### src/rtl/oct_scan_driver.sv
// Purpose : time-multiplexed scan driver for a 3-digit octal readout of an 8-bit value.
// Latency : LOAD reaches the display at the next frame boundary (1 cycle best, 3*SCAN_DIV worst).
// Backpres: none; LOAD is never refused, and the newest shadowed value overwrites older ones.
//
// Ports:
//   clk, rst_n       clock and asynchronous active-low reset
//   load, value      one-cycle capture strobe and the 8-bit value to show
//   dig              octal digit for the current slot (bit 0 -> decoder A0)
//   dig_en           active-low digit enables, bit 0 = least-significant digit
//   blank            current slot suppressed by leading-zero blanking
//   frame            one-cycle pulse on the first cycle of slot 0
//   pending          shadow holds a value not yet displayed
//
// Build option: define OCT_LZB_EN to enable leading-zero blanking of slots 1 and 2.

module oct_scan_driver #(
   parameter int SCAN_DIV  = 50000,
   parameter int GUARD_CYC = 16
) (
   input  logic       clk,
   input  logic       rst_n,
   input  logic       load,
   input  logic [7:0] value,
   output logic [2:0] dig,
   output logic [2:0] dig_en,
   output logic       blank,
   output logic       frame,
   output logic       pending
);

   localparam int PW = (SCAN_DIV > 1) ? $clog2(SCAN_DIV) : 1;

   typedef enum logic [1:0] {
      S0 = 2'd0,
      S1 = 2'd1,
      S2 = 2'd2
   } slot_t;

   slot_t         slot;
   logic [PW-1:0] presc;
   logic [7:0]    shadow;
   logic [7:0]    active;

   logic          last_cyc;
   logic          boundary;
   logic [PW-1:0] nxt_presc;
   slot_t         nxt_slot;
   logic [7:0]    nxt_active;
   logic [2:0]    nxt_dig;
   logic [2:0]    nxt_pat;
   logic          nxt_blank;

   // Next-state values; outputs are registered from these so that they line
   // up with the prescaler/slot registers in the same cycle.
   always_comb begin
      last_cyc   = (presc == PW'(SCAN_DIV - 1));
      boundary   = last_cyc && (slot == S2);
      nxt_presc  = last_cyc ? '0 : presc + 1'b1;
      nxt_slot   = slot;
      if (last_cyc) begin
         case (slot)
            S0:      nxt_slot = S1;
            S1:      nxt_slot = S2;
            default: nxt_slot = S0;
         endcase
      end

      // A LOAD on the boundary itself bypasses the shadow so it is not
      // delayed by a whole extra frame.
      nxt_active = active;
      if (boundary) begin
         if (load)         nxt_active = value;
         else if (pending) nxt_active = shadow;
      end

      case (nxt_slot)
         S1: begin
            nxt_dig = nxt_active[5:3];
            nxt_pat = 3'b101;
         end
         S2: begin
            nxt_dig = {1'b0, nxt_active[7:6]};
            nxt_pat = 3'b011;
         end
         default: begin
            nxt_dig = nxt_active[2:0];
            nxt_pat = 3'b110;
         end
      endcase

`ifdef OCT_LZB_EN
      // Slot 0 is never blanked so a zero value still shows a single "0".
      case (nxt_slot)
         S1:      nxt_blank = (nxt_active[7:3] == 5'd0);
         S2:      nxt_blank = (nxt_active[7:6] == 2'd0);
         default: nxt_blank = 1'b0;
      endcase
`else
      nxt_blank = 1'b0;
`endif
   end

   always_ff @(posedge clk or negedge rst_n) begin
      if (!rst_n) begin
         slot    <= S0;
         presc   <= '0;
         shadow  <= 8'd0;
         active  <= 8'd0;
         pending <= 1'b0;
         dig     <= 3'd0;
         dig_en  <= 3'b111;
         blank   <= 1'b0;
         frame   <= 1'b0;
      end else begin
         slot   <= nxt_slot;
         presc  <= nxt_presc;
         active <= nxt_active;

         if (boundary) begin
            pending <= 1'b0;
            if (load) shadow <= value;
         end else if (load) begin
            shadow  <= value;
            pending <= 1'b1;
         end

         // active only changes at the S2->S0 edge, so the digit is stable
         // for the whole slot even though it is recomputed every cycle.
         dig    <= nxt_dig;
         blank  <= nxt_blank;
         dig_en <= ((nxt_presc < PW'(GUARD_CYC)) || nxt_blank) ? 3'b111 : nxt_pat;
         frame  <= boundary;
      end
   end

endmodule

### config.mk
export PLATFORM = sky130hd
export DESIGN_NAME = oct_scan_driver
export DESIGN_NICKNAME = d
export VERILOG_FILES = /design/src/rtl/oct_scan_driver.sv
export SDC_FILE = /design/constraint.sdc
export NUM_CORES = 1
export LEC_CHECK = 0
export ABC_AREA = 0
export ABC_CLOCK_PERIOD_IN_PS = 2200
export CAP_MARGIN = 25
export CORE_ASPECT_RATIO = 1.4
export CORE_MARGIN = 2
export CORE_UTILIZATION = 56
export CTS_BUF_LIST = sky130_fd_sc_hd__clkbuf_16
export CTS_CLUSTER_SIZE = 8
export DETAILED_ROUTE_END_ITERATION = 12
export DONT_BUFFER_PORTS = 1
export HOLD_SLACK_MARGIN = 0.08
export MAX_ROUTING_LAYER = met4
export PLACE_DENSITY = 0.81
export RECOVER_POWER = 50
export SYNTH_ARGS = -nofsm -noshare
export SYNTH_HDL_FRONTEND = slang
export SYNTH_SLANG_ARGS = --single-unit
### constraint.sdc
create_clock -name clk -period 2.2 [get_ports clk]
set_input_delay 0.33 -clock clk [delete_from_list [all_inputs] [get_ports clk]]
set_output_delay 0.33 -clock clk [all_outputs]
set_load 0.01 [all_outputs]
==> metrics.yaml, run 1 <==
setup_path:
  start_kind: "register"
  r2r_start: "presc[7]"
  crit_family: "compound AO/OA/AOI/OAI gates"
  critical_path.endpoint_type: "register"
  slowest_delay_ns: 0.39
  critPathKind: "register to register"
  path_buf_inv: 3
  required_ns: 2.38
  crit_chain: "buf_4 > buf_4 > nand3_1 > nor3_2 > buf_4 > mux2i_1 > o2111ai_2 > o31ai_1"
  cp_slowest_cell: "dfrtp_1"
  path_max_fanout: 6
  crit_start: "presc[7]"
  arrival_ns: 2.28
  crit_path_frequent_cell: "buf_4"
place:
  dp_slack_ns: -0.006878
  port_buffers: 0
  gp_congestion: 0.8665
  place.detailed.hpwl_mm: 3.243
logic_synthesis:
  synth_area_leaders: "dfrtp_1 (46%), mux2i_1 (3.8%), dfstp_2 (3.7%)"
  synthAdderAreaFrac_pct: 2.370
  synthXorXnorAreaFrac_pct: 4.562
  ys_warn_count: 0
  synth_area_mm2: 0.002112
  synth_top_area_share_pct: 46.21
  yosys.area.top_type: "dfrtp_1"
  synthFlopType: "dfrtp_1"
  synth_top_family_by_area: "simple AND/OR/NAND/NOR gates"
  syn_nets: 206
  synth_compound_area_share_pct: 11.73
  async_flop_share_pct: 100.0
  synthSimpleGateAreaFrac_pct: 20.38
  ys_types: 53
  synthCells: 191
  synth_area_per_cell_um2: 11.06
  ys_ff_latch: 42
  synth-seq-area-share_pct: 49.94
  synth_edf_count: 0
  synth_mux_area_share_pct: 7.168
grt:
  grt.total_usage_pct: 23.52
  grt_pass1_wl_mm: 7.590
  antenna_found_initial: 0
  grt_remaining_overflow: 0
  grt_max_degree: 43
  grt_pass1_vias: 1626
clock_tree:
  cts.sinks: 42
  clk_pin_slew_worst_paths_ns: 0.05
  cts_tree: "yes"
  numCtsBuffers: 5
  insertion_delay_ns: 0.28
  root_buffer: "clkbuf_16"
  htreeDepth: 2
  clockBufferDepth: 2
flow_run:
  drv_cap: 0
run_status:
  status: "completed"
finish:
  n_fill_cell: 274
  final_cell_mix: "dfrtp_1 (38), buf_4 (16), nor2_1 (12)"
  drive_gt1_share_pct: 25.84
  synthToLayoutAreaGrowth_pct: 17.42
  mostFrequentLayoutCell: "dfrtp_1"
  fin_nets: 223
  n_antenna_cell: 0
sta:
  fin_ws_ns: 0.09706
  hold_violations: 0
  finClkSkew_ns: 0.003793
  fin_crit_sh_pct: 95.59
  max_freq_ghz: 0.4755
  tightest_slew_ns: 1.016
  slew_headroom_pct: 32.29
  setup_violations: 0
  period_needed_ns: 2.103
  slew_viol_final: 0
  hold-worst-slack_ns: 0.1724
min_path:
  worstHoldStart: "value[7]"
  hold_class: "primary input to register"
floorplan:
  die_w_um: 55.90
  coreArea_mm2: 0.003643
  die_h_um: 76.67
  start_util_pct: 57.97
  die-area_mm2: 0.004286
  rows: 26
  pin_count: 20
route:
  wl_mm: 4.503
  drt_iter0_markers: 65
  via_per_inst: 6.064
  num_vias: 1522
  drc: 0
  wl_per_cell_um: 17.94
  drtPass1Iterations: 4
  antenna_left: 0
pwr:
  peakVddDrop_mv: 0.6757
  p_per_area_mw_per_mm2: 610.2
  swShare_pct: 19.81
  p_int_mw: 1.213
  switchingPower_mw: 0.2998
  power.leakage_nw: 1.167
  pwr-share-comb_pct: 2.7
  p_clk_share_pct: 44.9
  report.power.total_mw: 1.513
  p_seq_share_pct: 52.4
layout make-up:
class / instances / area (um2) / area share (%)
sequential: 42 / 1056 / 42.58
clock inverter: 3 / 12.51 / 0.5045
timing repair buffer: 18 / 135.1 / 5.449
tap: 42 / 52.55 / 2.119
inverter: 10 / 37.54 / 1.514
clock buffer: 5 / 125.1 / 5.045
multi-input combinational: 131 / 1061 / 42.79
power groups by stage:
| stage | logic, mW | clock network (mW) | registers [mW] |
|---|---|---|---|
| floorplan | 0.0263 | 0 | 0.805 |
| global placement | 0.0246 | 0 | 0.806 |
| detailed placement | 0.0259 | 0 | 0.806 |
| CTS | 0.0468 | 0.693 | 0.793 |
| global route | 0.0486 | 0.726 | 0.794 |
| finish | 0.0414 | 0.679 | 0.793 |
per-layer routing:
| layer | wire (um) | part of all wire, % | global-route usage, % |
|---|---|---|---|
| met1 | 1699 | 38 | 24.40 |
| met2 | 2485 | 55 | 42.50 |
| met3 | 136 | 3.0 | 5.228 |
| met4 | 182 | 4.0 | 9.524 |
| met5 | 0 | 0 | - |
per-stage QoR:
stage | TNS [ns] | util, % | cell area (um2) | instances
2_1_floorplan | 0 | - | 2125 | 191
3_3_place_gp | 0 | 61.54 | 2242 | 239
3_5_place_dp | -0.006878 | 61.54 | 2242 | 239
4_1_cts | 0 | 66.38 | 2419 | 249
5_1_grt | -0.1389 | 68.06 | 2480 | 251
6_report | 0 | 68.06 | 2480 | 251
kinds of logic after synthesis:
logic type | count (synthesis)
AOI/OAI and AO/OA | 33
other | 1
and+or+nand+nor | 68
adders and majority gates | 4
muxes | 14
buffers and inverters | 18
DFF | 42
xor gates and xnor gates | 11
state kept, by name (all words and copies together), names as in the netlist:
register / flops
frame: 1
slot: 2
active: 8
dig: 3
pending: 1
presc: 16
shadow: 8
dig_en: 3
worst paths after layout:
check / to / slack [ns] / cells after the start
worst max-delay path: dig_en[1] / 0.1 / 8
worst min-delay path: shadow[7] / 0.17 / 1
worst max register to register: dig_en[1] / 0.1 / 8
worst min register to register: active[5] / 0.49 / 1
max in group asynchronous: presc[8] / 0.75 / 2
min in group asynchronous: presc[3] / 0.76 / 2
what timing repair did:
action / 4_1_cts / 5_1_grt
resized for setup: 2 / 12
cloned: 0 / 0
endpoints found under the hold margin: 42 / 0
setup endpoints to repair: 1 / 6
pin swaps: 0 / 3
hold buffers: 2 / 0
setup buffers: 0 / 2
Yosys cell counts, types with 2 or more instances:
library cell  instances
inv_1                10
buf_2                 2
a21o_1                4
nand3_1               8
mux2_2                3
buf_4                 2
dfrtp_1              39
o21ai_0               3
or2_2                 3
a31oi_1               3
o21ai_1               2
o31ai_1               3
nor2b_1               2
nand4_1               5
dfstp_2               3
mux2_1                2
ha_1                  4
nand2b_1              2
and2_1                4
nor4_1                3
nand2_1               9
xnor2_1               8
o21a_1                3
a21oi_1               3
nor2_1               12
clkbuf_1              4
mux2i_1               8
xor2_1                3
nor3_1                8
o211ai_1              3
(Power assumes the default switching activity.)
==> inputs of run 2 (changes only) <==
--- a/config.mk
+++ b/config.mk
@@ -15,6 +15,7 @@
 export CTS_CLUSTER_SIZE = 8
 export DETAILED_ROUTE_END_ITERATION = 12
 export DONT_BUFFER_PORTS = 1
+export GPL_TIMING_DRIVEN = 0
 export HOLD_SLACK_MARGIN = 0.08
 export MAX_ROUTING_LAYER = met4
 export PLACE_DENSITY = 0.81
==> run 2 against run 1 <==
The flow now finishes with violations (negative setup slack); fmax is 6.4% lower; die area unchanged; worst setup slack worse by 0.14 ns; sequential power about the same; critical path depth rose by 1; global-route usage grew 0.16 points; register-to-register slack got worse by 0.14 ns; clock skew grew 0.00094 ns; wire length grew 4.9%; power is 17% higher; clock power rose by 37%; via count increased by 2.1%.
==> metrics.yaml, run 2 (synthesis results as in run 1) <==
run_status:
  status: "complete, but fails checks"  # was completed
  violations: "negative setup slack"
clock_tree:
  clockBufferDepth: 2  # unchanged
  root_buffer: "clkbuf_16"  # unchanged
  numCtsBuffers: 5  # unchanged
  htreeDepth: 2  # unchanged
  cts_tree: "yes"  # unchanged
  cts.sinks: 42  # unchanged
  clk_pin_slew_worst_paths_ns: 0.06  # was 0.05 ns
  insertion_delay_ns: 0.28  # about the same
finish:
  largest-register: "presc"  # unchanged
  drive_gt1_share_pct: 25.37  # was 25.84%
  seq_area_mm2: 0.001057  # was 0.001056 mm2
  reg_top3: "presc: 16 flops, active: 8 flops, shadow: 8 flops"  # unchanged
  n_fill_cell: 258  # was 274
  largest_reg_flops: 16  # unchanged
  n_antenna_cell: 0  # unchanged
  multi_input_area_mm2: 0.001077  # was 0.001061 mm2
  fin_nets: 219  # was 223
  final_cell_mix: "dfrtp_1 (37), nor2_1 (10), inv_1 (10)"  # was dfrtp_1 (38), buf_4 (16), nor2_1 (12)
  layout.cells.non_filler: 247  # was 251
  mostFrequentLayoutCell: "dfrtp_1"  # unchanged
  synthToLayoutAreaGrowth_pct: 19.02  # was 17.42%
setup_path:
  path_max_fanout: 7  # was 6
  critical_path.endpoint_type: "register"  # unchanged
  arrival_ns: 2.44  # was 2.28 ns
  critPathKind: "register to register"  # unchanged
  start_kind: "register"  # unchanged
  required_ns: 2.40  # was 2.38 ns
grt:
  grt_pass1_wl_mm: 7.514  # was 7.590 mm
  grt_max_degree: 43  # unchanged
  grt.total_usage_pct: 23.68  # was 23.52%
  antenna_found_initial: 0  # unchanged
  grt_pass1_vias: 1628  # was 1626
  grt_remaining_overflow: 0  # unchanged
sta:
  max_freq_ghz: 0.4453  # was 0.4755 GHz
  slew_viol_final: 0  # unchanged
  setup_violations: 3  # was 0
  hold_violations: 0  # unchanged
  fin_ws_ns: -0.04561  # was 0.09706 ns
  tightest_slew_ns: 0.9925  # was 1.016 ns
  slew_headroom_pct: 33.84  # was 32.29%
  finClkSkew_ns: 0.004733  # was 0.003793 ns
  period_needed_ns: 2.246  # was 2.103 ns
  rsz0062_at_grt: "yes"
  fin_crit_sh_pct: 102.1  # was 95.59%
min_path:
  hold_class: "primary input to register"  # unchanged
pwr:
  p_per_area_mw_per_mm2: 704.1  # was 610.2 mW/mm2
  peakVddDrop_mv: 0.6641  # was 0.6757 mV
  power.leakage_nw: 1.143  # was 1.167 nW
route:
  antenna_left: 0  # unchanged
  drtPass1Iterations: 4  # unchanged
  wl_per_cell_um: 19.12  # was 17.94 um
  drc: 0  # unchanged
  via_per_inst: 6.291  # was 6.064
  wl_mm: 4.723  # was 4.503 mm
  drt_iter0_markers: 80  # was 65
  num_vias: 1554  # was 1522
floorplan:
  pin_count: 20  # unchanged
  start_util_pct: 57.97  # unchanged
  die_w_um: 55.90  # unchanged
  die-area_mm2: 0.004286  # unchanged
  die_h_um: 76.67  # unchanged
  coreArea_mm2: 0.003643  # unchanged
  rows: 26  # unchanged
place:
  dpl.cell_count: 233  # was 239
  place.detailed.hpwl_mm: 3.024  # was 3.243 mm
  dp_slack_ns: -0.2220  # was -0.006878 ns
  port_buffers: 0  # unchanged
  gp_congestion: 0.9269  # was 0.8665
flow_run:
  drv_cap: 0  # unchanged
## run 2: timing repair
item                                    CTS  global route
gates cloned                              0             0
hold endpoints to repair                 42             0
buffers inserted                          5             2
endpoints found under the setup margin    4             6
gates resized for setup                  13            10
pin swaps                                 6             5
hold buffers                              2             0
## run 2: final cells by class
class                           instances  area share, %
Tap cell                               42          2.091
Multi-Input combinational cell        131          42.86
Inverter                               10          1.493
Timing Repair Buffer                    9          2.688
Buffer                                  5          1.294
Clock buffer                            5          4.978
Sequential cell                        42          42.06
Clock inverter                          3          2.539
## run 2: per-layer routing
layer / vias up / GRT usage (%) / part of all wire (%)
met5: - / - / 0
met4: 0 / 15.00 / 5.0
met3: 17 / 5.228 / 3.7
met2: 43 / 40.48 / 54
met1: 787 / 24.21 / 37
li1: 707 / - / -
## run 2: stage by stage
step                hold WS, ns  instance area, um2  TNS (ns)  utilization, %  power, mW
floorplan               0.03441                2125         0               -     0.8308
global placement        0.03577                2177   -0.5011           59.75     0.8350
detailed placement      0.03561                2177   -0.6576           59.75     0.8383
CTS                      0.1835                2500  -0.01423           68.61      1.789
global route             0.1781                2514   -0.4091           68.99      1.815
finish                   0.1827                2514  -0.09437           68.99      1.770
## run 2: path summary, 6_finish.rpt
| check | start | endpoint | slack [ns] | depth (start not counted) |
|---|---|---|---|---|
| setup / recovery | presc[13] | dig[0] | -0.05 | 9 |
| hold / removal | value[7] | shadow[7] | 0.18 | 1 |
| setup reg to reg | presc[13] | dig[0] | -0.05 | 9 |
| hold reg to reg | active[5] | active[5] | 0.49 | 1 |
| max in group asynchronous | rst_n | presc[7] | 0.75 | 2 |
| min in group asynchronous | rst_n | presc[11] | 0.78 | 2 |
## run 2: critical path, cell delays in order (launching register included)
cell and delay, ns:
dfrtp_2 0.45, nor4b_4 0.32, and4_1 0.27, buf_6 0.13, nand2_8 0.07, nor3b_4 0.22
a21o_1 0.18, ha_4 0.25, o211a_1 0.12, a31oi_1 0.16
## run 2: report_power, final
group | leakage (nW) | internal, mW | switching, mW
clock network | 0.0915 | 0.646 | 0.284
logic | 0.517 | 0.0170 | 0.0307
registers | 0.535 | 0.788 | 0.00420
total | 1.14 | 1.45 | 0.319
